--- config.mk ---
export PLATFORM = sky130hd
export DESIGN_NAME = mac_rx_mon
export DESIGN_NICKNAME = d
export VERILOG_FILES = /design/src/rtl/mac_rx_pkg.sv /design/src/rtl/mac_sat_cnt.sv /design/src/rtl/mac_rx_mon.sv
export SDC_FILE = /design/constraint.sdc
export NUM_CORES = 1
export LEC_CHECK = 0
export CORE_MARGIN = 2
export CORE_UTILIZATION = 40
export CTS_CLUSTER_SIZE = 28
export DETAILED_ROUTE_END_ITERATION = 16
export MAX_ROUTING_LAYER = met4
export PLACE_DENSITY_LB_ADDON = 0.2
export SLEW_MARGIN = 20
export SYNTH_ARGS = -nofsm -noshare
export SYNTH_HDL_FRONTEND = slang
export SYNTH_SLANG_ARGS = --single-unit
--- constraint.sdc ---
create_clock -name rx_clk -period 3 [get_ports rx_clk]
set_input_delay 0.45 -clock rx_clk [delete_from_list [all_inputs] [get_ports rx_clk]]
set_output_delay 0.45 -clock rx_clk [all_outputs]
set_load 0.01 [all_outputs]
--- src/rtl/mac_rx_pkg.sv ---
// mac_rx_pkg: shared types and constants for the MII receive monitor.
//   rx_state_t    - receive FSM states (IDLE, PRE, DATA, DROP)
//   PREAMBLE_NIB  - MII preamble nibble (4'h5)
//   SFD_NIB       - MII start-of-frame-delimiter nibble (4'hD)
//   DEF_*         - default values for the top-level parameters
package mac_rx_pkg;

  typedef enum logic [1:0] {
    IDLE = 2'd0,
    PRE  = 2'd1,
    DATA = 2'd2,
    DROP = 2'd3
  } rx_state_t;

  localparam logic [3:0] PREAMBLE_NIB = 4'h5;
  localparam logic [3:0] SFD_NIB      = 4'hD;

  localparam int DEF_MIN_BYTES = 64;
  localparam int DEF_MAX_BYTES = 1518;
  localparam int DEF_CNT_W     = 16;

  // 13-bit nibble counter; its upper 12 bits are the byte length, so the
  // 4095-byte ceiling of frame_len falls out of the counter saturation.
  localparam int NIB_W = 13;
  localparam int LEN_W = 12;

endpackage

--- src/rtl/mac_sat_cnt.sv ---
// mac_sat_cnt: saturating up-counter with synchronous clear.
//   rx_clk   in  clock
//   n_hreset in  asynchronous active-low reset (count -> 0)
//   clr      in  synchronous clear; wins over inc
//   inc      in  increment enable
//   cnt      out current count, sticks at all-ones
module mac_sat_cnt #(
  parameter int W = 16
) (
  input  logic         rx_clk,
  input  logic         n_hreset,
  input  logic         clr,
  input  logic         inc,
  output logic [W-1:0] cnt
);

  logic [W-1:0] cnt_reg;

  always_ff @(posedge rx_clk or negedge n_hreset) begin
    if (!n_hreset) begin
      cnt_reg <= '0;
    end else if (clr) begin
      cnt_reg <= '0;
    end else if (inc && (cnt_reg != '1)) begin
      cnt_reg <= cnt_reg + 1'b1;
    end
  end

  assign cnt = cnt_reg;

endmodule

--- src/rtl/mac_rx_mon.sv ---
// mac_rx_mon: MII receive frame monitor.
// Parses rx_dv/rxd into preamble, SFD, data and end-of-frame events and
// publishes held per-frame status plus saturating good/bad counters.
//   rx_clk, n_hreset           clock, async active-low reset
//   rx_dv, rx_er, rxd, col, crs raw MII receive signals
//   clr_cnt                    single-cycle clear of both counters
//   rx_active                  registered rx_dv | crs
//   sof_tgl / eof_tgl          toggle per accepted SFD / completed frame
//   frame_len, frame_runt,
//   frame_long, frame_err      status of the last completed frame
//   good_cnt / bad_cnt         clean frames / flagged frames + dropped preambles
module mac_rx_mon
  import mac_rx_pkg::*;
#(
  parameter int MIN_BYTES = DEF_MIN_BYTES,
  parameter int MAX_BYTES = DEF_MAX_BYTES,
  parameter int CNT_W     = DEF_CNT_W
) (
  input  logic             rx_clk,
  input  logic             n_hreset,
  input  logic             rx_dv,
  input  logic             rx_er,
  input  logic [3:0]       rxd,
  input  logic             col,
  input  logic             crs,
  input  logic             clr_cnt,
  output logic             rx_active,
  output logic             sof_tgl,
  output logic             eof_tgl,
  output logic [11:0]      frame_len,
  output logic             frame_runt,
  output logic             frame_long,
  output logic             frame_err,
  output logic [CNT_W-1:0] good_cnt,
  output logic [CNT_W-1:0] bad_cnt
);

  localparam logic [LEN_W-1:0] MIN_LEN = LEN_W'(MIN_BYTES);
  localparam logic [LEN_W-1:0] MAX_LEN = LEN_W'(MAX_BYTES);

  rx_state_t        state_reg, state_next;
  logic [NIB_W-1:0] nib_reg, nib_next;
  logic             err_reg, err_next;
  logic             sof_reg, sof_next;
  logic             eof_reg, eof_next;
  logic [LEN_W-1:0] len_reg, len_next;
  logic             runt_reg, runt_next;
  logic             long_reg, long_next;
  logic             ferr_reg, ferr_next;
  logic             active_reg;
  logic             good_inc, bad_inc;

  // End-of-frame classification, evaluated from the count held at the
  // rx_dv=0 edge (the closing cycle itself adds no nibble).
  logic [LEN_W-1:0] len_calc;
  logic             runt_calc, long_calc, ferr_calc;

  assign len_calc  = nib_reg[NIB_W-1:1];
  assign runt_calc = (len_calc < MIN_LEN);
  assign long_calc = (len_calc > MAX_LEN);
  assign ferr_calc = err_reg | nib_reg[0];

  always_comb begin
    state_next = state_reg;
    nib_next   = nib_reg;
    err_next   = err_reg;
    sof_next   = sof_reg;
    eof_next   = eof_reg;
    len_next   = len_reg;
    runt_next  = runt_reg;
    long_next  = long_reg;
    ferr_next  = ferr_reg;
    good_inc   = 1'b0;
    bad_inc    = 1'b0;
    case (state_reg)
      IDLE: begin
        // rx_er without rx_dv is carrier extension / false carrier: ignored.
        if (rx_dv) begin
          state_next = (rxd == PREAMBLE_NIB) ? PRE : DROP;
        end
      end
      PRE: begin
        if (!rx_dv) begin
          // Preamble abandoned before SFD: silently discarded.
          state_next = IDLE;
        end else if (rxd == SFD_NIB) begin
          state_next = DATA;
          nib_next   = '0;
          err_next   = 1'b0;
          sof_next   = ~sof_reg;
        end else if (rxd != PREAMBLE_NIB) begin
          state_next = DROP;
        end
      end
      DATA: begin
        if (rx_dv) begin
          if (nib_reg != '1) begin
            nib_next = nib_reg + 1'b1;
          end
          if (rx_er || col) begin
            err_next = 1'b1;
          end
        end else begin
          state_next = IDLE;
          len_next   = len_calc;
          runt_next  = runt_calc;
          long_next  = long_calc;
          ferr_next  = ferr_calc;
          eof_next   = ~eof_reg;
          if (runt_calc || long_calc || ferr_calc) begin
            bad_inc = 1'b1;
          end else begin
            good_inc = 1'b1;
          end
        end
      end
      DROP: begin
        if (!rx_dv) begin
          state_next = IDLE;
          bad_inc    = 1'b1;
        end
      end
      default: state_next = IDLE;
    endcase
  end

  always_ff @(posedge rx_clk or negedge n_hreset) begin
    if (!n_hreset) begin
      state_reg  <= IDLE;
      nib_reg    <= '0;
      err_reg    <= 1'b0;
      sof_reg    <= 1'b0;
      eof_reg    <= 1'b0;
      len_reg    <= '0;
      runt_reg   <= 1'b0;
      long_reg   <= 1'b0;
      ferr_reg   <= 1'b0;
      active_reg <= 1'b0;
    end else begin
      state_reg  <= state_next;
      nib_reg    <= nib_next;
      err_reg    <= err_next;
      sof_reg    <= sof_next;
      eof_reg    <= eof_next;
      len_reg    <= len_next;
      runt_reg   <= runt_next;
      long_reg   <= long_next;
      ferr_reg   <= ferr_next;
      active_reg <= rx_dv | crs;
    end
  end

  mac_sat_cnt #(.W(CNT_W)) u_good_cnt (
    .rx_clk   (rx_clk),
    .n_hreset (n_hreset),
    .clr      (clr_cnt),
    .inc      (good_inc),
    .cnt      (good_cnt)
  );

  mac_sat_cnt #(.W(CNT_W)) u_bad_cnt (
    .rx_clk   (rx_clk),
    .n_hreset (n_hreset),
    .clr      (clr_cnt),
    .inc      (bad_inc),
    .cnt      (bad_cnt)
  );

  assign rx_active  = active_reg;
  assign sof_tgl    = sof_reg;
  assign eof_tgl    = eof_reg;
  assign frame_len  = len_reg;
  assign frame_runt = runt_reg;
  assign frame_long = long_reg;
  assign frame_err  = ferr_reg;

endmodule
* After elaboration in Yosys (flattened, before gate mapping) *
Index checks and enable logic that the tools add are counted.

cells by class
  $add $sub $neg = 3
  order comparisons = 2
  equality and inequality tests = 17
  mux-type cells = 28
  bitwise gates (word level) = 5
  reduce and logical (&&, ||, !) cells = 15

operators with widths
  cell                                                              number
  two-way mux 16 bit                                                4
  two-way mux 13 bit                                                4
  adder 16 x 1 -> 16 bit (second input constant)                    2
  inequality test 16 bit (second input constant)                    2
  one-hot mux 13 bit (2 select lines)                               1
  inequality test 2 bit (second input constant)                     7
  adder 13 x 1 -> 13 bit (second input constant)                    1
  inequality test 13 bit (second input constant)                    1
  greater-than comparator 12 x 11 -> 1 bit (second input constant)  1
  < comparator 12 x 7 -> 1 bit (second input constant)              1
  two-way mux 2 bit                                                 6
  two-way mux 1 bit                                                 10
  AND reduction 5 bit                                               2
  one-hot mux 2 bit (3 select lines)                                1
  AND reduction 3 bit                                               2
  nonzero test 2 bit                                                3
  == test 2 bit (second input constant)                             2
  == test 4 x 3 -> 1 bit (second input constant)                    1
  == test 4 bit (second input constant)                             1
  inequality test 4 x 3 -> 1 bit (second input constant)            1
  inequality test 4 bit (second input constant)                     1
  one-hot mux 1 bit (2 select lines)                                2
  logical OR 1 bit                                                  3
  NOT 1 bit                                                         3
  6 further kinds                                                   8

word-level totals
  bits in registers = 66
  input port bits = 11
  output and inout bits = 50
  logic and storage cells = 82

* Logic depth before layout (Yosys ltp) *
  depth in word-level cells = 9
  mapped depth = 8
  gate-level depth less buffers = 7

* By module *
A second synthesis with hierarchy kept.

unflattened totals
  cell total of the unflattened synthesis = 349
  area, all modules = 3582.2 um^2

by module, submodules not included
  module       instances  cells an instance  area each (um^2)  seq. area each (um^2)
  mac_sat_cnt  2          98                 942.2             400.4
  mac_rx_mon   1          153                1697.9            850.8

* Worst setup path before layout *
OpenSTA, ideal clock, no wires.

  kind = register to register
  start point = register u_bad_cnt.cnt_reg[0] (netlist: u_bad_cnt.cnt[0])
  end point = register u_bad_cnt.cnt_reg[12] (netlist: u_bad_cnt.cnt[12])
  library setup time = 127 ps
  arrival = 2013 ps
  required time = 2873 ps
  slack = 859 ps
  stages on the path, launching flop included = 9
  path buffers = 2
  period minus slack after synthesis = 2141 ps
  cell sequence = dfrtp_1 > ha_1 > and2_1 > clkbuf_1 > a41oi_1 > buf_2 > nand2_2 > nor2_1 > mux2_1

on the way
  word-level cells in the longest chain between the ends = 3
  elaborated cells between the ends (all ways) = 6
  classes of those cells = add/sub (1); eq/ne (1); mux (2); reduce/logical (2)

ends and longest elaborated chain
  item                                                              line                                  text
  from (decl)                                                       mac_sat_cnt.sv:17                     logic [W-1:0] cnt_reg;
  from (signal assigned)                                            mac_sat_cnt.sv:25                     cnt_reg <= cnt_reg + 1'b1;
  adder 16 x 1 -> 16 bit or inequality test 16 bit (tied branches)  mac_sat_cnt.sv:25, mac_sat_cnt.sv:24
  two-way mux 16 bit or logical AND 1 bit (tied branches)           mac_sat_cnt.sv:24                     end else if (inc && (cnt_reg != '1)) begin
  two-way mux 16 bit or nonzero test 2 bit (tied branches)          -

Parallel ways exist; a longest one is shown, timed or not. The select of a mux whose other input is x is not followed.
A chain may end at the register's enable or synchronous reset.

* Final worst setup path *
  start point = register nib_reg[2]
  end point = register u_bad_cnt.cnt_reg[11] (netlist: u_bad_cnt.cnt[11])

on the way
  word-level cells in the longest chain between the ends = 8
  elaborated cells between the ends (all ways) = 9
  classes of those cells = order compare (2); mux (3); reduce/logical (4)

ends and longest elaborated chain
  item                                                                                      line                                text
  from (decl)                                                                               mac_rx_mon.sv:42                    logic [NIB_W-1:0] nib_reg, nib_next;
  from (signal assigned)                                                                    mac_rx_mon.sv:141                   nib_reg <= nib_next;
  < comparator 12 x 7 -> 1 bit or greater-than comparator 12 x 11 -> 1 bit (tied branches)  mac_rx_mon.sv:59, mac_rx_mon.sv:60
  logical OR 1 bit * (2 in a row)                                                           mac_rx_mon.sv:110                   if (runt_calc || long_calc || ferr_calc) begin
  two-way mux 1 bit *                                                                       mac_rx_mon.sv:110
  two-way mux 1 bit *                                                                       mac_rx_mon.sv:96                    if (rx_dv) begin
  one-hot mux 1 bit (2 select lines) *                                                      mac_rx_mon.sv:75                    case (state_reg)
  logical AND 1 bit *                                                                       mac_sat_cnt.sv:24
  nonzero test 2 bit (no line) *                                                            -

Mark *: on every way between the ends. The rest lies on a longest branch, timed or not.

==> metrics.yaml <==
placed_design:
  port_buffers: 60
  place_congestion: 0.823
  dp.cells: 489
  place_ws_ns: 0.737
  dpl.hpwl_mm: 5.31
setup_path:
  reg2reg_slack_ns: 0.75
  start_kind: "register"
  reg2regPathDepth: 6
  timing.rr.end: "u_bad_cnt.cnt[11]"
  cp_data_required_time_ns: 3.23
  critPathArrivalTime_ns: 2.48
  path_max_fanout: 11
  end_kind: "register"
  path_class: "register to register"
  reg2reg_from: "nib_reg[2]"
sta:
  finalSetupTns_ns: 0
  min_period_over_period_pct: 75.0
  hold_violations: 0
  slew_viol_final: 0
  fin_worst_skew_ns: 0.00790
  fin_crit_ns: 2.25
  setup_ws_ns: 0.749
  tightestPinTransition_ns: 0.912
  rsz0062_at_grt: "no"
  max_freq_ghz: 0.444
  setup_viol: 0
  max_slew_margin_pct: 39.0
  whs_ns: 0.0456
logic_synthesis:
  synth_fp_nets: 342
  synthArstFlopShare_pct: 100
  yosysWarnings: 0
  yosysSeqAreaShare_pct: 48.3
  synth_cells: 328
  yosysUniqueCellTypes: 52
  synthesis.area_um2: 3420
  synth_flop_cell: "dfrtp_1"
  synth-seq-cells: 66
  synth.avg_cell_area_um2: 10.4
  synth_edf_count: 0
floorplanning:
  die_w_um: 96.4
  rows: 33
  core_um2: 8260
  die_h_um: 96.4
  boundaryPins: 61
  initial_utilization_pct: 41.4
  dieArea_um2: 9300
clock_tree:
  clk_pin_slew_ns: 0.07
  insertion_delay_ns: 0.34
  post-cts-setup-buffer-count: 0
  numCtsBuffers: 9
  cts_max_level: 3
  cts.sinks: 66
  ctsResizeCount: 0
  cts_buffer_depth: 2
  cts_tree: "built"
  hold_buffers: 0
  cts_root_buffer: "clkbuf_8"
global_routing:
  grt_remaining_overflow: 0
  grt_pass1_wl_mm: 12.4
  grt_max_degree: 27
  grt_pass1_vias: 2611
  antenna_found_initial: 0
  globalRouteTotalUtil_pct: 17.7
routing:
  vias_per_cell: 5.37
  drt_iter0_markers: 83
  wl_per_cell_um: 14.7
  num_vias: 2710
  drc_errors: 0
  drtAntennaViolNets: 0
  drt-pass1-iter-count: 4
  wirelength_mm: 7.41
flow_run:
  drv_cap: 0
layout:
  final-instance-count-excl-fill: 505
  diodes: 0
  drive_gt1_share_pct: 15.0
  areaGrowthSynthToFinish_pct: 26.1
  fin_nets: 409
power_and_ir_drop:
  internal_power_mw: 1.47
  leakagePower_nw: 1.78
  p_sw_mw: 0.579
  seq_power_share_pct: 51.6
  p_clk_share_pct: 32.1
  power.density_nw_per_um2: 475
  ir_drop_mv: 0.274
  switching_share_pct: 28.3
  power.share.combinational_pct: 16.3
worst_hold_path:
  min_path_type: "input pin to async pin"
status:
  status: "completed"
[layout make-up]
class                      count  area, µm²
timing repair buffer          68        656
clock buffer                  11        141
inverter                       2       7.51
fill                         775       3950
sequential                    66       1650
multi-input combinational    248       1690
tap                          105        131
clock inverter                 5       30.0
[cell usage in the layout (no fill, tap or decap), drive strengths merged, types with 3 or more instances in the layout]
| cell type | instances |
|---|---|
| buf | 9 |
| and3 | 12 |
| and2 | 3 |
| clkbuf | 11 |
| clkdlybuf4s50 | 59 |
| a31oi | 5 |
| and4 | 7 |
| a21oi | 14 |
| dfrtp | 66 |
| nor3 | 7 |
| nor2 | 43 |
| nor2b | 5 |
| or3 | 9 |
| ha | 3 |
| nand3 | 10 |
| o31ai | 4 |
| clkinv | 3 |
| nor4 | 6 |
| mux2 | 15 |
| o21ai | 14 |
| nand4 | 15 |
| xor2 | 17 |
| nand2 | 28 |
| xnor2 | 10 |
[power by group through the flow]
stage	Sequential [mW]	Combinational (mW)	Clock (mW)
global placement	1.07	0.332	0
CTS	1.06	0.340	0.683
finish	1.06	0.335	0.657
floorplan	1.08	0.156	0
detailed placement	1.07	0.335	0
global route	1.07	0.370	0.714
[worst max path at each step]
stage                     startpoint                end  slack [ns]
floorplan           u_bad_cnt.cnt[0]  u_bad_cnt.cnt[12]        0.86
global placement               rx_dv  u_bad_cnt.cnt[11]        0.79
detailed placement             rx_dv  u_bad_cnt.cnt[11]        0.74
CTS                       nib_reg[2]  u_bad_cnt.cnt[11]        0.77
global route              nib_reg[7]   u_bad_cnt.cnt[9]        0.57
finish                    nib_reg[2]  u_bad_cnt.cnt[11]        0.75
[synth_stat cells (all sizes together), types with 3 or more instances]
cell,number,area [µm²]
and3,12,80.1
nand3,10,62.6
o31ai,4,30.0
a21oi,14,73.8
a31oi,5,37.5
nor2,43,169
nor3,7,60.1
xnor2,10,87.6
mux2,15,169
dfrtp,66,1650
clkbuf,6,22.5
ha,3,37.5
buf,6,43.8
nand4,15,93.8
o21ai,14,70.1
nand2,28,108
nor2b,5,31.3
and4,7,66.3
and2,3,18.8
xor2,17,149
or3,9,56.3
nor4,6,80.1
[through the flow]
stage,cell area (µm²),power [mW],utilization (%)
4_1_cts,4310,2.08,52.2
2_1_floorplan,3420,1.23,-
5_1_grt,4310,2.15,52.2
3_3_place_gp,4140,1.40,50.1
6_report,4310,2.05,52.2
3_5_place_dp,4140,1.41,50.1
[layer usage]
layer | track usage, % | wire, µm | vias up
li1 | - | - | 1324
met1 | 22.4 | 3420 | 1320
met2 | 27.7 | 3570 | 52
met3 | 3.18 | 269 | 14
met4 | 8.57 | 144 | 0
met5 | - | 0 | -
[critical path, cell delays in order (launching register included)]
cell      delay (ns)
dfrtp_1         0.46
and3_4          0.23
and4_4          0.20
o311ai_4        0.55
nand3_4         0.18
nand2b_1        0.19
mux2_1          0.31
[logic make-up (layout without fill, tap and decap cells)]
| group | Yosys count | in the layout | synth area share (%) |
|---|---|---|---|
| AO/OA/AOI/OAI | 49 | 49 | 10.2 |
| XOR/XNOR | 27 | 27 | 6.92 |
| adder cells (fa/ha/maj) | 3 | 3 | 1.10 |
| buffers and inverters | 14 | 86 | 2.16 |
| flip-flops | 66 | 66 | 48.3 |
| multiplexers | 16 | 16 | 5.23 |
| AND/OR/NAND/NOR | 153 | 153 | 26.1 |
Note: power is estimated with default switching activity, not from simulation.
